### config.mk
export PLATFORM = sky130hd
export DESIGN_NAME = axis_dac_gearbox
export DESIGN_NICKNAME = d
export VERILOG_FILES = /design/src/rtl/axis_dac_gearbox.sv
export SDC_FILE = /design/constraint.sdc
export NUM_CORES = 1
export LEC_CHECK = 0
export CAP_MARGIN = 20
export CELL_PAD_IN_SITES_DETAIL_PLACEMENT = 1
export CELL_PAD_IN_SITES_GLOBAL_PLACEMENT = 1
export CORE_AREA = 3 3 317 319
export CTS_CLUSTER_DIAMETER = 150
export DETAILED_ROUTE_END_ITERATION = 12
export DIE_AREA = 0 0 320 322
export PLACE_DENSITY = 0.66
export SYNTH_ARGS = -nofsm -noshare
export SYNTH_HDL_FRONTEND = slang
export SYNTH_SLANG_ARGS = --single-unit
export TNS_END_PERCENT = 30
### constraint.sdc
create_clock -name axis_clk -period 3.2 [get_ports axis_clk]
set_input_delay 0.48 -clock axis_clk [delete_from_list [all_inputs] [get_ports axis_clk]]
set_output_delay 0.48 -clock axis_clk [all_outputs]
set_load 0.02 [all_outputs]
### src/rtl/axis_dac_gearbox.sv
// Narrows the wide AXIS waveform stream to DAC-tile slices (LSB slice first).
// Once primed, the output never stalls for lack of input: zero slices fill any gap and are counted.
module axis_dac_gearbox #(
  parameter int unsigned IN_W  = 512,
  parameter int unsigned OUT_W = 256,
  parameter int unsigned CNT_W = 32
) (
  input  logic             axis_clk,
  input  logic             axis_aresetn,
  input  logic             en,
  input  logic             clr_underrun,
  input  logic [IN_W-1:0]  s_axis_tdata,
  input  logic             s_axis_tvalid,
  output logic             s_axis_tready,
  output logic [OUT_W-1:0] m_axis_tdata,
  output logic             m_axis_tvalid,
  input  logic             m_axis_tready,
  output logic [CNT_W-1:0] underrun_cnt,
  output logic             underrun_sticky
);

  localparam int unsigned RATIO = IN_W / OUT_W;
  localparam int unsigned IDX_W = (RATIO > 1) ? $clog2(RATIO) : 1;
  localparam logic [IDX_W-1:0] LAST_IDX = IDX_W'(RATIO - 1);

  typedef enum logic [1:0] {StIdle, StPrime, StRun} state_e;

  state_e                     r_state;
  logic [IN_W-1:0]            r_hold_data;
  logic                       r_hold_valid;
  logic [IDX_W-1:0]           r_idx;
  logic [CNT_W-1:0]           r_underrun_cnt;
  logic                       r_underrun_sticky;

  logic [RATIO-1:0][OUT_W-1:0] w_slices;
  logic                       w_cons;
  logic                       w_last;
  logic                       w_accept;
  logic                       w_underrun;

  assign w_slices   = r_hold_data;
  assign w_cons     = (r_state == StRun) & m_axis_tready;
  assign w_last     = (r_idx == LAST_IDX);
  assign w_underrun = w_cons & ~r_hold_valid;

  // A new word may only land when the holding register is empty or draining its last slice now.
  assign s_axis_tready = en & (r_state != StIdle) & (~r_hold_valid | (w_last & w_cons));
  assign w_accept      = s_axis_tvalid & s_axis_tready;

  assign m_axis_tvalid   = (r_state == StRun);
  assign m_axis_tdata    = r_hold_valid ? w_slices[r_idx] : '0;
  assign underrun_cnt    = r_underrun_cnt;
  assign underrun_sticky = r_underrun_sticky;

  always_ff @(posedge axis_clk) begin
    if (!axis_aresetn) begin
      r_underrun_cnt    <= '0;
      r_underrun_sticky <= 1'b0;
    end else if (clr_underrun) begin
      // A simultaneous underrun survives the clear.
      r_underrun_cnt    <= w_underrun ? CNT_W'(1) : '0;
      r_underrun_sticky <= w_underrun;
    end else if (w_underrun) begin
      if (r_underrun_cnt != '1) r_underrun_cnt <= r_underrun_cnt + CNT_W'(1);
      r_underrun_sticky <= 1'b1;
    end
  end

  always_ff @(posedge axis_clk) begin
    if (!axis_aresetn) begin
      r_state      <= StIdle;
      r_hold_data  <= '0;
      r_hold_valid <= 1'b0;
      r_idx        <= '0;
    end else if (!en) begin
      r_state      <= StIdle;
      r_hold_valid <= 1'b0;
      r_idx        <= '0;
    end else begin
      unique case (r_state)
        StIdle: r_state <= StPrime;
        StPrime: begin
          if (w_accept) begin
            r_hold_data  <= s_axis_tdata;
            r_hold_valid <= 1'b1;
            r_idx        <= '0;
            r_state      <= StRun;
          end
        end
        StRun: begin
          if (w_accept) begin
            r_hold_data  <= s_axis_tdata;
            r_hold_valid <= 1'b1;
            r_idx        <= '0;
          end else if (w_cons && r_hold_valid) begin
            if (w_last) begin
              r_idx        <= '0;
              r_hold_valid <= 1'b0;
            end else begin
              r_idx <= r_idx + IDX_W'(1);
            end
          end
        end
        default: r_state <= StIdle;
      endcase
    end
  end

endmodule

==> metrics.md, run 1 <==
| Metric | Value |
|---|---|
| Setup repair after global routing missed its margin | `false` |
| Count of yosys warnings during synthesis | `0` |
| Half-perimeter wire length after detailed placement | `a little over 70000 um` |
| Final period util | `0.973` |
| Overall overflow remaining after global route | `0` |
| Final-layout worst hold slack | `around 0.4 ns` |
| Met1 track demand over resource in global routing | `0.218` |
| Worst hold-check path type | `input port to flip-flop` |
| Yosys top cell area share | `0.459` |
| Normalized max-slew margin | `0.535` |
| Number of clock sinks | `between 500 and 600` |
| Fill cells | `roughly 12000` |
| Largest stage delay, worst path | `roughly 0.57 ns` |
| Setup crit end kind | `primary output` |
| Post-synthesis sequential element count | `549` |
| Number of library cell types mapped by synthesis | `53` |
| Final weighted congestion of routability-driven global placement | `between 0.8 and 0.9` |
| Number of hold violations in the final report | `0` |
| Cell area reported after detailed placement | `approximately 34000 um^2` |
| Standard cell core area | `approximately 98000 um^2` |
| Net count reported at finish | `~4300` |
| Max Clock Skew | `0.0186 ns` |
| Type of origin of the critical path | `flip-flop` |
| Setup crit start | `r_idx` |
| Clk Tree Root Cell | `sky130_fd_sc_hd__clkbuf_16` |
| Share of synthesized flip-flops with an asynchronous set or reset | `0` |
| Initial antenna violation count | `23` |
| Largest area contributor in the synthesized netlist | `sky130_fd_sc_hd__dfxtp_1` |
| Iteration count of the initial detailed-routing pass | `4` |
| Number of buffers between clock root and the deepest sink | `3` |
| Port bufs | `about 810` |
| Area taken by multi-input logic gates | `about 12000 um^2` |
| GRT Util Overall | `0.185` |
| Number of buffers created by CTS | `70` |
| Most instantiated flip-flop cell in the synthesis netlist | `sky130_fd_sc_hd__dfxtp_1` |
| Most used routing layer in global routing | `met2` |
| Capturing element of the worst setup path | `m_axis_tdata[110]` |
| # rows | `about 120` |
| Post-route non-filler standard cell count | `roughly 5100` |
| Hold Buf Count CTS | `0` |
| Required time of the worst setup path | `~2.7 ns` |
| Reg-to-Reg End | `r_hold_data[355]` |
| Starting utilization of the core area | `0.244` |
| Syn_area_per_cell | `between 7 and 8 um^2` |
| Slew at the pin with the worst max-slew slack | `~0.7 ns` |
| Total buffers and inverters traversed by the critical path | `3` |
| Number of cells on the critical path | `5` |
| Cell mode on critical path | `sky130_fd_sc_hd__buf_12` |
| Setup TNS Final | `0 ns` |
| CTS clk-pin slew, worst paths | `roughly 0.050 ns` |
| Sequential Area | `11000 um^2` |
| Count of unresolved DRC violations after routing | `0` |
| H-tree lvl count | `3` |
| FF-to-FF path depth | `9` |
| Count of endpoints failing setup in the final report | `0` |
| List of most frequent post-synthesis cells | `sky130_fd_sc_hd__nand2_1, sky130_fd_sc_hd__dfxtp_1, sky130_fd_sc_hd__a21oi_1` |
| Die height | `around 320 um` |
| Total number of vias | `between 20000 and 25000` |
| Routed WL per cell | `slightly below 20 um` |
| Net Count, Synth | `roughly 3600` |
| Arrival @ worst endpoint | `around 2.6 ns` |
| Largest cells by area after synthesis | `sky130_fd_sc_hd__dfxtp_1, sky130_fd_sc_hd__nand2_1, sky130_fd_sc_hd__a21oi_1` |
| Seq/Total Area, Yosys | `0.459` |
| Horiz. Die Dim | `roughly 320 um` |
| Max FO, Critical Path | `35` |
| Met3 track demand over resource in global routing | `0.0625` |
| Fraction of layout cells with a size suffix above 1 | `0.0544` |
| Total die area | `between 100000 and 150000 um^2` |
| Sequence of cells on the critical path | `buf_12 > buf_12 > mux2i_1 > nor2b_1 > clkdlybuf4s50_1` |
| Min Tclk post-route | `3.11 ns` |
| Maximum frequency from static timing analysis | `0.321 GHz` |
| Final non-filler cell area | `roughly 36000 um^2` |
| Power density over the cells | `443 nW/um^2` |
| Final WS setup | `roughly 0.086 ns` |
| Area growth from synthesis to layout | `50.7%` |
| Cell with the biggest individual delay on the critical path | `sky130_fd_sc_hd__clkdlybuf4s50_1` |
| Kind of critical path | `flip-flop to primary output` |
| Via density per instance | `roughly 4.6` |
| Clock latency on the worst-skew pair | `a little over 0.6 ns` |
| Delay-heaviest family, CP | `buffers and inverters` |
| Antenna viol nets, final | `0` |
| DR iter-0 viols | `1113` |
| IR drop worst, VDD | `0.328 mV` |
| Reg-to-reg startpoint | `r_state[0]` |
| Number of global-route vias before repair | `about 24000` |
| Worst slack at placement | `around 0.35 ns` |
| Pin count of the biggest net entering global routing | `around 110` |
| Static power due to leakage | `10.8 nW` |
| Cells after Synth | `3065` |
| Most instantiated library cell after synthesis | `sky130_fd_sc_hd__nand2_1` |
| TritonCTS clock tree | `built` |
| Top-Level Pins | `around 810` |
| Result of the run | `finished clean` |
| Total Wirelength | `~100000 um` |
| Flop-to-flop setup slack | `about 0.57 ns` |
| Met2 global-route usage | `0.317` |
| Number of cells after detailed placement | `between 5000 and 6000` |
| Area of the mapped netlist | `~24000 um^2` |
| Final max-slew violation count | `0` |
| Max-cap violations | `0` |
| First-pass GRT wire length | `about 150000 um` |
| Number of enable-type register cells in the synthesized netlist | `0` |
[routing by layer]
metal	part of all wire	vias to the layer above
met4	0.022	14
met1	0.42	11200
met2	0.48	606
li1	-	11600
met5	0.0010	-
met3	0.078	116
[worst register-to-register path: stages, from the launching register on]
cell                       delay (ns)
sky130_fd_sc_hd__dfxtp_1         0.34
sky130_fd_sc_hd__inv_1           0.10
sky130_fd_sc_hd__ha_1            0.31
sky130_fd_sc_hd__nand3_1         0.16
sky130_fd_sc_hd__a211oi_2        0.45
sky130_fd_sc_hd__and3_4          0.35
sky130_fd_sc_hd__buf_12          0.24
sky130_fd_sc_hd__buf_12          0.33
sky130_fd_sc_hd__nand2_1         0.13
sky130_fd_sc_hd__a21oi_1         0.15
[through the flow]
| stage | utilization | total power, mW |
|---|---|---|
| 2_1_floorplan | - | 7.29 |
| 3_3_place_gp | 0.343 | 8.10 |
| 3_5_place_dp | 0.343 | 8.10 |
| 4_1_cts | 0.367 | 16.3 |
| 5_1_grt | 0.367 | 16.7 |
| 6_report | 0.367 | 16.0 |
[timing repair]
| action | in CTS | in global routing |
|---|---|---|
| gates resized for setup | 0 | 1 |
| endpoints found under the hold margin | 0 | 0 |
| buffers inserted | 1 | 0 |
| endpoints found under the setup margin | 22 | 10 |
[layout make-up]
type | instances | share of cell area
timing repair buffer | 895 | 0.253
sequential | 549 | 0.305
antenna | 12 | 0.000833
clock buffer | 102 | 0.0576
tap | 1287 | 0.0447
clock inverter | 19 | 0.00649
multi-input combinational | 2264 | 0.331
inverter | 13 | 0.00156
[state kept, by name, summed over array words and instances (netlist names)]
signal,flops
underrun_cnt,32
r_state,2
underrun_sticky,1
r_hold_data,512
r_idx,1
r_hold_valid,1
[layout by cell type (no fill, tap or decap), types with 15 or more instances in the layout]
| master | count |
|---|---|
| sky130_fd_sc_hd__buf_12 | 29 |
| sky130_fd_sc_hd__nor2_1 | 24 |
| sky130_fd_sc_hd__nand2_1 | 1046 |
| sky130_fd_sc_hd__nand4_1 | 15 |
| sky130_fd_sc_hd__a31oi_1 | 15 |
| sky130_fd_sc_hd__clkdlybuf4s50_1 | 808 |
| sky130_fd_sc_hd__buf_4 | 57 |
| sky130_fd_sc_hd__nor2b_1 | 257 |
| sky130_fd_sc_hd__clkbuf_16 | 73 |
| sky130_fd_sc_hd__dfxtp_1 | 547 |
| sky130_fd_sc_hd__mux2i_1 | 261 |
| sky130_fd_sc_hd__a21oi_1 | 536 |
| sky130_fd_sc_hd__clkbuf_1 | 15 |
[power by group]
part           internal [mW]  switching, mW
Combinational          0.683          0.380
Sequential              6.86         0.0236
Clock                   4.89           3.15
Total                   12.4           3.55
[how the worst min path moves through the flow]
stage,end,depth (start not counted),start,slack [ns]
after floorplan,r_hold_data[0],2,r_hold_data[0],0.44
after global placement,r_hold_data[83],2,r_hold_data[83],0.44
after detailed placement,r_hold_data[169],2,r_hold_data[169],0.45
after CTS,r_hold_data[195],3,s_axis_tdata[195],0.34
after global routing,r_hold_data[278],3,s_axis_tdata[278],0.37
final,r_hold_data[58],3,s_axis_tdata[58],0.41
[kinds of logic (layout without fill, tap and decap cells)]
kind of cell | Yosys count | count (layout) | synth area share
AND/OR/NAND/NOR | 1405 | 1405 | 0.257
flip-flops | 549 | 549 | 0.459
AO/OA/AOI/OAI | 589 | 589 | 0.129
other | 0 | 12 | 0
multiplexers | 261 | 261 | 0.109
XOR/XNOR | 4 | 4 | 0.00146
adder cells (fa/ha/maj) | 5 | 5 | 0.00261
buffers and inverters | 252 | 1029 | 0.0424
Note: power is estimated with default switching activity, not from simulation.
==> run 2, diff against run 1 <==
Settings changed: CORE_AREA 3 3 317 319 to 4 4 309 311, DIE_AREA 0 0 320 322 to 0 0 313 315, PLACE_DENSITY 0.66 to 0.69.
==> run 2 against run 1 <==
Total power down 2.9%. Design area down 0.96%. Clock skew up 0.010 ns. Non-clock buffer count down 24. Die area down 4.3%. Register-to-register slack worse by 0.07 ns. Sequential power about the same. Global-route usage up 0.42 points. Wire length down 1.6%. Via count up 0.30%.
==> metrics.md, run 2 (synthesis gave the netlist of run 1 again) <==
| Metric | Value |
|---|---|
| Final-layout worst hold slack | `~0.43 ns` |
| Post-Route Utilization | `0.385` |
| Arrival @ worst endpoint | `2.61 ns` |
| Initial antenna violation count | `26` |
| Pin count of the biggest net entering global routing | `~160` |
| Number of flip-flops in the largest register | `about 510` |
| Cell area reported after detailed placement | `33500 um^2` |
| Clk Tree Root Cell | `sky130_fd_sc_hd__clkbuf_16` |
| Net count reported at finish | `approximately 4300` |
| Via density per instance | `between 4 and 5` |
| Final weighted congestion of routability-driven global placement | `0.822` |
| IR drop worst, VDD | `between 0.2 and 0.3 mV` |
| Final period util | `0.965` |
| Total buffers and inverters traversed by the critical path | `3` |
| Count of endpoints failing setup in the final report | `0` |
| Leading cell type in the layout, fill and taps excluded | `sky130_fd_sc_hd__nand2_1` |
| Min Tclk post-route | `between 3 and 4 ns` |
| GRT Util Overall | `0.189` |
| TritonCTS clock tree | `built` |
| Overall overflow remaining after global route | `0` |
| Most frequent cells in the layout | `sky130_fd_sc_hd__nand2_1, sky130_fd_sc_hd__clkdlybuf4s50_1, sky130_fd_sc_hd__dfxtp_1, sky130_fd_sc_hd__a21oi_1, sky130_fd_sc_hd__mux2i_1` |
| Area growth from synthesis to layout | `49.2%` |
| First-pass GRT wire length | `between 100000 and 150000 um` |
| CTS clk-pin slew, worst paths | `~0.060 ns` |
| Total Wirelength | `about 100000 um` |
| Number of cells on the critical path | `5` |
| Horiz. Die Dim | `313 um` |
| Type of origin of the critical path | `flip-flop` |
| Sequence of cells on the critical path | `buf_12 > buf_4 > mux2i_1 > nor2b_1 > clkdlybuf4s50_1` |
| Cell with the biggest individual delay on the critical path | `sky130_fd_sc_hd__clkdlybuf4s50_1` |
| Top-Level Pins | `a little over 800` |
| Static power due to leakage | `10.6 nW` |
| Post-CTS repair timing setup buffer count | `0` |
| Standard cell core area | `a little over 90000 um^2` |
| Min-Delay Path Depth | `3` |
| Number of clock sinks | `between 500 and 600` |
| Number of cells after detailed placement | `between 4000 and 5000` |
| Max Clock Skew | `0.0287 ns` |
| Total number of vias | `23500` |
| Setup TNS Final | `0 ns` |
| Iteration count of the initial detailed-routing pass | `5` |
| Power density over the cells | `about 430 nW/um^2` |
| H-tree lvl count | `3` |
| Fraction of layout cells with a size suffix above 1 | `0.0493` |
| Antenna viol nets, final | `0` |
| Max-cap violations | `0` |
| Clock latency on the worst-skew pair | `0.60 ns` |
| Number of global-route vias before repair | `24100` |
| Total die area | `98600 um^2` |
| Final max-slew violation count | `0` |
| Worst hold-check path type | `input port to flip-flop` |
| Slew at the pin with the worst max-slew slack | `roughly 0.88 ns` |
| Maximum frequency from static timing analysis | `between 0.3 and 0.4 GHz` |
| Result of the run | `finished clean` |
| DR iter-0 viols | `approximately 1400` |
| Setup repair after global routing missed its margin | `true` |
| Die height | `between 300 and 400 um` |
| FF-to-FF path depth | `9` |
| Post-route non-filler standard cell count | `5088` |
| # rows | `112` |
| Kind of critical path | `flip-flop to primary output` |
| Final non-filler cell area | `~36000 um^2` |
| Normalized max-slew margin | `0.410` |
| Number of hold violations in the final report | `0` |
| Number of buffers between clock root and the deepest sink | `3` |
| Number of buffers created by CTS | `69` |
| Max FO, Critical Path | `34` |
| Required time of the worst setup path | `about 2.7 ns` |
| Routed WL per cell | `19.3 um` |
| Final WS setup | `0.111 ns` |
| Count of unresolved DRC violations after routing | `0` |
| Setup crit end kind | `primary output` |
| Total chip power | `roughly 16 mW` |
| Starting utilization of the core area | `0.258` |
| Largest stage delay, worst path | `0.58 ns` |
| Delay-heaviest family, CP | `buffers and inverters` |
| Worst slack at placement | `0.270 ns` |
| Half-perimeter wire length after detailed placement | `between 70000 and 80000 um` |
| Register name with the most flops | `r_hold_data` |
| Port bufs | `between 800 and 900` |
run 2: cell count changes in the layout (fill, tap and decap cells not counted), sizes merged:
cell / previous run / this run
dlymetal6s2s: 0 / 1
clkdlybuf4s50: 808 / 804
clkinvlp: 1 / 3
buf: 87 / 64
diode: 12 / 17
clkinv: 14 / 17
inv: 12 / 15
clkbuf: 102 / 97
dlygate4sd2: 0 / 2
bufinv: 5 / 1
run 2: path summary, 6_finish.rpt:
kind                                        start                 to  slack (ns)
worst min-delay path            s_axis_tdata[272]   r_hold_data[272]        0.43
worst max-delay path                        r_idx  m_axis_tdata[134]        0.11
worst min register to register   r_hold_data[178]   r_hold_data[178]        0.45
worst max register to register         r_state[0]   r_hold_data[162]        0.50
run 2: what timing repair did:
action,in CTS,in global routing
hold buffers,0,0
gates resized for setup,3,2
setup endpoints to repair,6,7
run 2: report_power, final:
group | total (mW) | switching, mW | internal [mW] | leakage, nW
Combinational | 1.05 | 0.384 | 0.671 | 5.13
Sequential | 6.88 | 0.0201 | 6.86 | 4.42
Clock | 7.58 | 3.12 | 4.46 | 1.08
run 2: per-layer routing:
layer | GRT usage | part of all wire
met3 | 0.0574 | 0.073
met2 | 0.321 | 0.48
met4 | 0.0632 | 0.025
met1 | 0.229 | 0.42
met5 | 0 | 0.00087
run 2: worst register-to-register path: cells and delay by family, from the launching register on:
family                   cells  cell delay (ns)
flip-flops                   1             0.33
AO/OA/AOI/OAI                2             0.61
adder cells (fa/ha/maj)      1             0.35
buffers and inverters        3             0.74
AND/OR/NAND/NOR              3             0.59
run 2: final cells by class:
type / instances / area (um^2)
clock buffer: 97 / 2000
fill: 11000 / 57100
tap: 1254 / 1570
timing repair buffer: 871 / 8900
clock inverter: 23 / 193
multi-input combinational: 2264 / 11900
inverter: 13 / 56.3
antenna: 17 / 42.5
sequential: 549 / 11000
==> run 3, diff against run 2 <==
Settings changed: CORE_AREA 4 4 309 311 to 4 4 314 316, DIE_AREA 0 0 313 315 to 0 0 318 320, PLACE_DENSITY 0.69 to 0.7.
Clock period 3.2 ns to 2.6 ns, I/O delays scaled along.
==> run 3 against run 2 <==
Via count increased by 1.8%. Setup slack worse by 0.15 ns. Critical path type unchanged. Global-route usage is 0.60 points lower. The run now ends with negative setup slack left. Die area grew 3.2%. Non-clock buffer count increased by 78. Highest routed layer unchanged. Design area grew 2.1%. Total power rose by 24%. Register-to-register slack got worse by 0.28 ns. Cell count up 1.8%. Critical path depth rose by 1. Clock skew is 0.0057 ns lower. Core utilization fell by 0.50 points.
==> metrics.md, run 3 (synthesis gave the netlist of run 1 again) <==
| Metric | Value |
|---|---|
| Result of the run | `finished with violations` |
| Violations in the final reports | `negative setup slack` |
| Die height | `around 320 um` |
| Most frequent cells in the layout | `sky130_fd_sc_hd__nand2_1, sky130_fd_sc_hd__clkdlybuf4s50_1, sky130_fd_sc_hd__dfxtp_1, sky130_fd_sc_hd__a21oi_1, sky130_fd_sc_hd__nor2b_1` |
| Min Tclk post-route | `roughly 2.6 ns` |
| Setup repair after global routing missed its margin | `true` |
| Static power due to leakage | `~13 nW` |
| Number of hold violations in the final report | `0` |
| Standard cell core area | `96000 um^2` |
| Type of origin of the critical path | `flip-flop` |
| Port bufs | `about 810` |
| Slew at the pin with the worst max-slew slack | `0.700 ns` |
| Max FO, Critical Path | `12` |
| Min-delay src | `s_axis_tdata[153]` |
| Number of buffers created by CTS | `67` |
| Count of unresolved DRC violations after routing | `0` |
| Count of endpoints failing setup in the final report | `6` |
| First-pass GRT wire length | `147000 um` |
| Net Sw Power | `about 4.3 mW` |
| Relative contribution of sequential cells to total power | `0.440` |
| Leading cell type in the layout, fill and taps excluded | `sky130_fd_sc_hd__nand2_1` |
| Clk Tree Root Cell | `sky130_fd_sc_hd__clkbuf_16` |
| Reg-to-reg startpoint | `underrun_cnt[0]` |
| Final WS setup | `-0.0356 ns` |
| Worst hold-check path type | `input port to flip-flop` |
| Area growth from synthesis to layout | `52.4%` |
| Final non-filler cell area | `36500 um^2` |
| H-tree lvl count | `3` |
| Combinational share of power | `0.070` |
| Sequence of cells on the critical path | `buf_4 > buf_12 > buf_4 > mux2i_1 > nor2b_1 > dlygate4sd2_1` |
| Fraction of layout cells with a size suffix above 1 | `0.0928` |
| Required time of the worst setup path | `about 2.2 ns` |
| Worst hold path endpoint | `r_hold_data[153]` |
| Min-Delay Path Depth | `3` |
| Switching power as a share of total power | `0.225` |
| Final max-slew violation count | `0` |
| Pin count of the biggest net entering global routing | `100` |
| FF-to-FF path depth | `6` |
| Flop-to-flop setup slack | `0.22 ns` |
| Power density over the cells | `about 530 nW/um^2` |
| Number of global-route vias before repair | `roughly 25000` |
| Final weighted congestion of routability-driven global placement | `just over 0.8` |
| Final period util | `1.01` |
| Number of buffers between clock root and the deepest sink | `3` |
| Clock power share | `0.489` |
| Routed WL per cell | `just under 20 um` |
| Normalized max-slew margin | `0.532` |
| Net count reported at finish | `roughly 4400` |
| Starting utilization of the core area | `0.249` |
| Total number of vias | `~24000` |
| Top-Level Pins | `809` |
| IR drop worst, VDD | `~0.41 mV` |
| Maximum frequency from static timing analysis | `around 0.38 GHz` |
| Total internal power | `14.9 mW` |
| Reg-to-Reg End | `underrun_cnt[21]` |
| Number of flip-flops in the largest register | `approximately 510` |
| Via density per instance | `roughly 4.6` |
| Antenna viol nets, final | `0` |
| Final-layout worst hold slack | `0.328 ns` |
| Initial antenna violation count | `19` |
| Overall overflow remaining after global route | `0` |
| Kind of critical path | `flip-flop to primary output` |
| Max Clock Skew | `roughly 0.023 ns` |
| # rows | `approximately 110` |
| Number of clock sinks | `about 550` |
| Total Wirelength | `roughly 100000 um` |
| Number of cells after detailed placement | `roughly 5000` |
| Register name with the most flops | `r_hold_data` |
| Worst slack at placement | `about 0.14 ns` |
| Setup TNS Final | `-0.139 ns` |
| Iteration count of the initial detailed-routing pass | `4` |
| Cell area reported after detailed placement | `about 34000 um^2` |
| Total die area | `a little over 100000 um^2` |
| CTS clk-pin slew, worst paths | `0.06 ns` |
| Cell mode on critical path | `sky130_fd_sc_hd__buf_4` |
| TritonCTS clock tree | `built` |
| GRT Util Overall | `0.183` |
| Clock latency on the worst-skew pair | `around 0.60 ns` |
| Horiz. Die Dim | `318 um` |
| Largest stage delay, worst path | `about 0.4 ns` |
| Cell with the biggest individual delay on the critical path | `sky130_fd_sc_hd__dfxtp_4` |
| Post-route non-filler standard cell count | `approximately 5200` |
| Max-cap violations | `0` |
| Arrival @ worst endpoint | `approximately 2.3 ns` |
| Half-perimeter wire length after detailed placement | `between 70000 and 80000 um` |
| DR iter-0 viols | `roughly 1200` |
| Setup crit end kind | `primary output` |
==> run 3: layout make-up <==
cell class                 instances  area [um^2]
timing repair buffer             949         9580
tap                             1276         1600
multi-input combinational       2264        12000
inverter                          13         56.3
clock buffer                      95         1930
antenna                           12         30.0
clock inverter                    21          249
fill                           11400        59500
sequential                       549        11000
==> run 3: power groups by stage <==
| stage | logic, mW | registers, mW | clock network (mW) |
|---|---|---|---|
| 6_report | 1.35 | 8.47 | 9.41 |
| 3_5_place_dp | 1.35 | 8.65 | 0 |
| 5_1_grt | 1.43 | 8.47 | 10.1 |
| 2_1_floorplan | 0.327 | 8.65 | 0 |
| 3_3_place_gp | 1.35 | 8.65 | 0 |
| 4_1_cts | 1.36 | 8.47 | 9.76 |
==> run 3: repair_timing <==
action,4_1_cts,5_1_grt
gates resized for setup,301,201
endpoints found under the setup margin,257,153
pin swaps,0,1
gates cloned,4,2
setup buffers,2,4
hold buffers,0,0
==> run 3: stage by stage <==
stage | utilization | power, mW
after floorplan | - | 8.97
after global placement | 0.356 | 10.0
after detailed placement | 0.356 | 10.0
after CTS | 0.379 | 19.6
after global routing | 0.380 | 20.0
final | 0.380 | 19.2
==> run 3: how the worst max path moves through the flow <==
stage / startpoint / endpoint / slack, ns / cells past startpoint
after floorplan: r_state[0] / r_hold_data[472] / 0.33 / 10
after global placement: m_axis_tready / r_hold_data[312] / 0.15 / 8
after detailed placement: underrun_cnt[21] / underrun_cnt[21] / 0.14 / 5
after CTS: r_idx / m_axis_tdata[232] / -0.32 / 5
after global routing: r_idx / m_axis_tdata[114] / -0.13 / 6
final: r_idx / m_axis_tdata[98] / -0.04 / 6
==> run 3: per-layer routing <==
| layer | share of wire | vias up | track usage |
|---|---|---|---|
| met4 | 0.029 | 12 | 0.0668 |
| met1 | 0.42 | 11500 | 0.224 |
| li1 | - | 11600 | - |
| met3 | 0.059 | 161 | 0.0429 |
| met2 | 0.49 | 677 | 0.314 |
| met5 | 0.00084 | - | 0 |
==> run 3: critical path, delay by kind of cell, from the launching register on <==
family	cells	cell delay (ns)
buffers and inverters	4	0.89
flip-flops	1	0.39
multiplexers	1	0.10
AND/OR/NAND/NOR	1	0.23
